$ cat config.mk
export PLATFORM = sky130hd
export DESIGN_NAME = mem_stage
export DESIGN_NICKNAME = d
export VERILOG_FILES = /design/src/rtl/mem_stage.sv
export SDC_FILE = /design/constraint.sdc
export NUM_CORES = 1
export LEC_CHECK = 0
export BUFFER_PORTS_ARGS = -buffer_cell sky130_fd_sc_hd__buf_2
export CORE_MARGIN = 3
export CORE_UTILIZATION = 44
export CTS_CLUSTER_SIZE = 10
export DETAILED_ROUTE_END_ITERATION = 7
export MAX_ROUTING_LAYER = met4
export PLACE_DENSITY = 0.83
export SLEW_MARGIN = 40
export SYNTH_ARGS = -nofsm -noshare
export SYNTH_HDL_FRONTEND = slang
export SYNTH_SLANG_ARGS = --single-unit
$ cat constraint.sdc
create_clock -name clk_i -period 1.6 [get_ports clk_i]
set_input_delay 0.08 -clock clk_i [delete_from_list [all_inputs] [get_ports clk_i]]
set_output_delay 0.08 -clock clk_i [all_outputs]
set_load 0.05 [all_outputs]
$ cat src/rtl/mem_stage.sv
// mem_stage: EX->MEM stage register, data-memory request FSM and load alignment.
// Defining MEM_ALIGN_CHECK_EN adds a misaligned-access trap and the ale_o port.
module mem_stage (
  input  logic           clk_i,
  input  logic           rstn_i,
  input  logic [107:0]   ex2mem_bus_i,
  input  logic           ex_over_i,
  output logic           mem_allowin_o,
  output logic [69:0]    mem2wb_bus_o,
  output logic           mem_over_o,
  input  logic           wb_allowin_i,
  output logic [4:0]     mem_dest_o,
  output logic [31:0]    mem_pc_o,
  output logic           data_req_o,
  output logic           data_wr_o,
  output logic [1:0]     data_size_o,
  output logic [31:0]    data_addr_o,
  output logic [3:0]     data_wstrb_o,
  output logic [31:0]    data_wdata_o,
  input  logic           data_addr_ok_i,
  input  logic           data_data_ok_i,
  input  logic [31:0]    data_rdata_i
`ifdef MEM_ALIGN_CHECK_EN
  ,
  output logic           ale_o
`endif
);
  localparam int EX2MEMBusSize = 108;
  localparam int MEM2WBBusSize = 70;

  typedef enum logic [1:0] {
    S_IDLE = 2'd0,
    S_REQ  = 2'd1,
    S_WAIT = 2'd2,
    S_DONE = 2'd3
  } state_t;

  state_t                   r_state;
  state_t                   w_state_nxt;
  logic                     r_valid;
  logic [EX2MEMBusSize-1:0] r_bus;
  logic [31:0]              r_ld_data;

  logic        w_is_load, w_is_store, w_uns, w_we, w_mis, w_in_mis, w_in_mem;
  logic        w_latch, w_leave, w_req, w_capture, w_we_eff, w_unused;
  logic [1:0]  w_size;
  logic [31:0] w_st, w_exe, w_pc, w_wb_result;
  logic [4:0]  w_rd;

  // Size code 3 is undefined and is handled as a word access.
  function automatic logic [1:0] f_size(input logic [1:0] s);
    return (s == 2'd3) ? 2'd2 : s;
  endfunction

  function automatic logic [3:0] f_wstrb(input logic [1:0] s, input logic [1:0] a);
    case (s)
      2'd0:    return 4'b0001 << a;
      2'd1:    return a[1] ? 4'b1100 : 4'b0011;
      default: return 4'b1111;
    endcase
  endfunction

  function automatic logic [31:0] f_wdata(input logic [1:0] s, input logic [31:0] st);
    case (s)
      2'd0:    return {4{st[7:0]}};
      2'd1:    return {2{st[15:0]}};
      default: return st;
    endcase
  endfunction

  function automatic logic [31:0] f_load_align(input logic [31:0] rd, input logic [1:0] a,
                                               input logic [1:0] s, input logic uns);
    logic [7:0]  b;
    logic [15:0] h;
    b = rd[{a, 3'b000} +: 8];
    h = a[1] ? rd[31:16] : rd[15:0];
    case (s)
      2'd0:    return uns ? {24'd0, b} : {{24{b[7]}}, b};
      2'd1:    return uns ? {16'd0, h} : {{16{h[15]}}, h};
      default: return rd;
    endcase
  endfunction

`ifdef MEM_ALIGN_CHECK_EN
  function automatic logic f_misaligned(input logic [1:0] s, input logic [1:0] a);
    case (s)
      2'd0:    return 1'b0;
      2'd1:    return a[0];
      default: return a != 2'd0;
    endcase
  endfunction
`endif

  assign w_is_load  = r_bus[107];
  assign w_is_store = r_bus[106] & ~r_bus[107];
  assign w_size     = f_size(r_bus[105:104]);
  assign w_uns      = r_bus[103];
  assign w_unused   = r_bus[102];
  assign w_st       = r_bus[101:70];
  assign w_exe      = r_bus[69:38];
  assign w_rd       = r_bus[37:33];
  assign w_we       = r_bus[32];
  assign w_pc       = r_bus[31:0];
  assign w_in_mem   = ex2mem_bus_i[107] | ex2mem_bus_i[106];

`ifdef MEM_ALIGN_CHECK_EN
  assign w_in_mis = w_in_mem & f_misaligned(f_size(ex2mem_bus_i[105:104]), ex2mem_bus_i[39:38]);
  assign w_mis    = (w_is_load | w_is_store) & f_misaligned(w_size, w_exe[1:0]);
  assign ale_o    = r_valid & w_mis;
`else
  assign w_in_mis = 1'b0;
  assign w_mis    = 1'b0;
`endif

  assign mem_over_o    = r_valid & (r_state == S_DONE);
  assign w_leave       = mem_over_o & wb_allowin_i;
  assign mem_allowin_o = ~r_valid | w_leave;
  assign w_latch       = ex_over_i & mem_allowin_o;
  assign w_req         = (r_state == S_REQ);
  assign w_capture     = w_is_load & data_data_ok_i &
                         ((w_req & data_addr_ok_i) | (r_state == S_WAIT));

  // Stage register: a new latch takes priority over the departure of the old instruction.
  always_ff @(posedge clk_i or negedge rstn_i) begin
    if (!rstn_i) begin
      r_valid <= 1'b0;
      r_bus   <= {EX2MEMBusSize{1'b0}};
    end else if (w_latch) begin
      r_valid <= 1'b1;
      r_bus   <= ex2mem_bus_i;
    end else if (w_leave) begin
      r_valid <= 1'b0;
    end
  end

  // Memory-access state register.
  always_ff @(posedge clk_i or negedge rstn_i) begin
    if (!rstn_i) r_state <= S_IDLE;
    else         r_state <= w_state_nxt;
  end

  // Next state: data_ok is only honoured while a request is outstanding.
  always_comb begin
    w_state_nxt = r_state;
    if (w_latch) begin
      if (w_in_mem & ~w_in_mis) w_state_nxt = S_REQ;
      else                      w_state_nxt = S_DONE;
    end else begin
      case (r_state)
        S_REQ: begin
          if (data_addr_ok_i) w_state_nxt = data_data_ok_i ? S_DONE : S_WAIT;
          else                w_state_nxt = S_REQ;
        end
        S_WAIT:  w_state_nxt = data_data_ok_i ? S_DONE : S_WAIT;
        S_DONE:  w_state_nxt = w_leave ? S_IDLE : S_DONE;
        S_IDLE:  w_state_nxt = S_IDLE;
        default: w_state_nxt = S_IDLE;
      endcase
    end
  end

  // Aligned/extended load data, captured on the cycle the read data returns.
  always_ff @(posedge clk_i or negedge rstn_i) begin
    if (!rstn_i)        r_ld_data <= 32'd0;
    else if (w_capture) r_ld_data <= f_load_align(data_rdata_i, w_exe[1:0], w_size, w_uns);
  end

  assign data_req_o   = w_req;
  assign data_wr_o    = w_req & w_is_store;
  assign data_size_o  = w_req ? w_size : 2'd0;
  assign data_addr_o  = w_req ? w_exe : 32'd0;
  assign data_wstrb_o = (w_req & w_is_store) ? f_wstrb(w_size, w_exe[1:0]) : 4'd0;
  assign data_wdata_o = (w_req & w_is_store) ? f_wdata(w_size, w_st) : 32'd0;

  assign w_we_eff     = w_we & ~w_mis;
  assign w_wb_result  = w_mis ? 32'd0 : (w_is_load ? r_ld_data : w_exe);
  assign mem2wb_bus_o = {w_wb_result, w_rd, w_we_eff, w_pc};
  assign mem_dest_o   = (r_valid & w_we_eff) ? w_rd : 5'd0;
  assign mem_pc_o     = w_pc;

endmodule

==> impl_metrics.json <==
{
  "setup_slack_ps": -344.1,
  "first_global_vias": 8466,
  "drt_first_pass_iters": 8,
  "violations": "setup timing",
  "synth-async-reset-ratio_pct": 100.0,
  "yosysWarningCount": 0,
  "drt_drc_violations_left": 0,
  "fin_skew_ps": 15.93,
  "syn_area_mm2": 0.007691,
  "synth_cell_types": 46,
  "track_usage_pct": 33.13,
  "layout-drive-gt1-share_pct": 64.30,
  "ys_seq_area_share_pct": 46.20,
  "die-area_mm2": 0.01910,
  "rows": 47,
  "cts_sinks": 142,
  "post-route-min-period_ps": 1944,
  "crit_path_max_fanout": 6,
  "avgSynthCellArea_um2": 11.07,
  "grt_pass1_wl_um": 48560,
  "p_total_uw": 38270,
  "hold_depth": 3,
  "min_to": "r_ld_data[7]",
  "dieHeight_um": 138.2,
  "drtIter0Drc": 781,
  "route.antenna.remaining_nets": 0,
  "min_path_type": "in -> reg",
  "clk_latency_ps": 430,
  "initial_utilization_pct": 45.73,
  "portBuffers": 325,
  "ys_top_cells_by_area": "dfrtp_1 46%, mux2_2 20%, buf_4 7.5%",
  "synth_top_area_cell": "dfrtp_1",
  "hold-worst-slack_ps": 10.13,
  "grt_max_degree": 47,
  "synth-main-ff-cell": "dfrtp_1",
  "fmax_ghz": 0.5144,
  "drv_slew": 0,
  "area_growth_pct": 86.09,
  "crit_required_ps": 1890,
  "syn_inst": 695,
  "grt_setup_unrepaired": "yes",
  "grt_antenna_before_repair": 2,
  "die_w_um": 138.2,
  "placed_cell_area_mm2": 0.009555,
  "slew_headroom_pct": 66.35,
  "setup.worst_path.end_class": "flip-flop",
  "place.gp.congestion": 0.8890,
  "cts_tree": "yes",
  "outcome": "finished, violations left",
  "final_cell_count_no_fill": 1394,
  "synthesis.nets": 841,
  "cts_buffers": 17,
  "powerDensity_mw_per_mm2": 2674,
  "cap_violations": 0,
  "gr-total-overflow": 0,
  "io_pins": 327,
  "finalInstanceArea_mm2": 0.01431,
  "cp.arrival_ps": 2230,
  "synth_edf_count": 0,
  "fin_nets": 1304,
  "place_inst": 1170,
  "p_leak_uw": 0.006777,
  "timing.final.crit_share_pct": 121.5,
  "r2r_end": "r_ld_data[0]",
  "ys_seq_elements": 142,
  "wl_per_cell_um": 27.64,
  "core_mm2": 0.01682,
  "rr_startpoint": "r_state[1]",
  "synth_top_area_share_pct": 46.20,
  "peakVddDrop_v": 0.001701,
  "via_per_inst": 6.049,
  "path_clk_slew_ps": 70,
  "setup_viol_count_final": 235,
  "hold_start": "data_rdata_i[7]",
  "worstMarginPinSlew_ps": 502.5,
  "clock-root-buffer": "clkbuf_16",
  "cts_buffer_depth": 2,
  "htree_levels": 4,
  "worstSetupStartpointType": "flip-flop",
  "ff2ff_setup_slack_ps": -340,
  "final-hold-violation-count": 0,
  "path_class": "reg -> reg",
  "ff2ff_path_depth": 7,
  "wirelength_um": 38530,
  "place_hpwl_um": 17340,
  "vias": 8433
}
==> cells by family (layout without fill, tap and decap cells) <==
| family | after synthesis | after routing | share of synthesized area [%] |
|---|---|---|---|
| DFF | 142 | 142 | 46.20 |
| other | 0 | 3 | 0 |
| and+or+nand+nor | 197 | 197 | 13.16 |
| buffers and inverters | 118 | 594 | 10.04 |
| muxes | 161 | 161 | 23.18 |
| AOI/OAI and AO/OA | 77 | 77 | 7.418 |
==> worst max-delay path, stage by stage (launching register included) <==
cell and delay, ps:
dfrtp_1 380, buf_4 150, and3b_2 300, buf_6 110, o211a_4 270, clkbuf_16 200
nor2_2 40, a211oi_1 340
==> placed cells by master (no fill, tap or decap), drive strengths merged, types with 2 or more instances in the layout <==
master         n
and2          42
clkbuf        27
o211ai         7
and2b          2
dlygate4sd3  123
buf          426
nand2b         2
mux2         137
clkinv         7
a211oi         7
dfrtp        142
nand2         49
bufinv         4
o311ai         2
o22a           7
a2bb2oi        2
nor2b          2
o21ai          9
nor2          36
diode          3
nor3b          2
and3           9
nand3b         7
or2            2
a22o          14
nand3         31
inv            6
mux2i         24
nor3           9
a21oi         23
==> cell type report <==
class / count / area [um^2]
timing repair buffer: 557 / 5405
multi-input combinational: 435 / 4415
sequential: 142 / 3557
fill: 759 / 2506
clock buffer: 19 / 442.9
tap: 220 / 275.3
clock inverter: 13 / 186.4
inverter: 5 / 22.52
antenna: 3 / 7.507
==> registers in the layout, summed over array words and instances (netlist names) <==
name	flops
r_ld_data	32
r_valid	1
r_state	2
r_bus	107
==> cell usage after synthesis (2+ instances only) <==
library cell and instances:
dfrtp_1 142, or2_2 2, nand3b_1 6, nor2b_1 2, buf_4 77, inv_1 5, mux2_2 137, a211oi_1 7
a21oi_1 23, nor3b_1 2, buf_6 3, a2bb2oi_1 2, and3_4 2, o21ai_0 8, clkbuf_1 13, and2_1 42
mux2i_1 24, nand2_1 48, o22a_1 7, nor3_1 8, and3_1 7, and2b_1 2, nor2_1 36, buf_1 6
buf_2 14, nand2b_1 2, nand3_1 31, o211ai_1 6, a22o_1 14
==> routing by layer <==
layer	track usage [%]	vias to the layer above	part of all wire (%)
met4	15.44	0	7.2
li1	-	3303	-
met3	7.528	247	9.9
met2	56.50	764	49
met5	-	-	0
met1	36.97	4119	33
==> what timing repair did <==
| item | in CTS | in global routing |
|---|---|---|
| cloned | 12 | 11 |
| hold buffers | 123 | 0 |
| setup endpoints to repair | 239 | 246 |
| hold endpoints to repair | 165 | 0 |
| gates resized for setup | 270 | 309 |
| pin swaps | 20 | 14 |
| setup buffers | 32 | 20 |
==> per-stage QoR <==
stage	setup slack (ps)	setup TNS [ps]	util (%)
6_report	-344.1	-32970	85.10
5_1_grt	-413.0	-44380	85.08
4_1_cts	-272.1	-22160	77.03
3_5_place_dp	-116.3	-9073	56.81
3_3_place_gp	-49.13	-325.5	56.81
2_1_floorplan	-140.5	-2303	-
==> how the worst max path moves through the flow <==
stage	start	end	slack, ps	depth (start not counted)
after floorplan	r_bus[38]	data_wstrb_o[2]	-140	4
after global routing	r_state[0]	r_ld_data[6]	-410	8
after CTS	r_state[0]	data_wdata_o[3]	-270	6
after detailed placement	r_state[0]	r_bus[43]	-120	4
after global placement	r_state[1]	data_wstrb_o[1]	-50	6
final	r_state[1]	r_ld_data[0]	-340	7
==> power by group <==
group	total [uW]	leakage, uW	switching [uW]	internal [uW]
Sequential	7450	0.00169	2020	5440
Clock	4360	0.000313	1690	2670
Combinational	26500	0.00478	15300	11200
(Power assumes the default switching activity.)
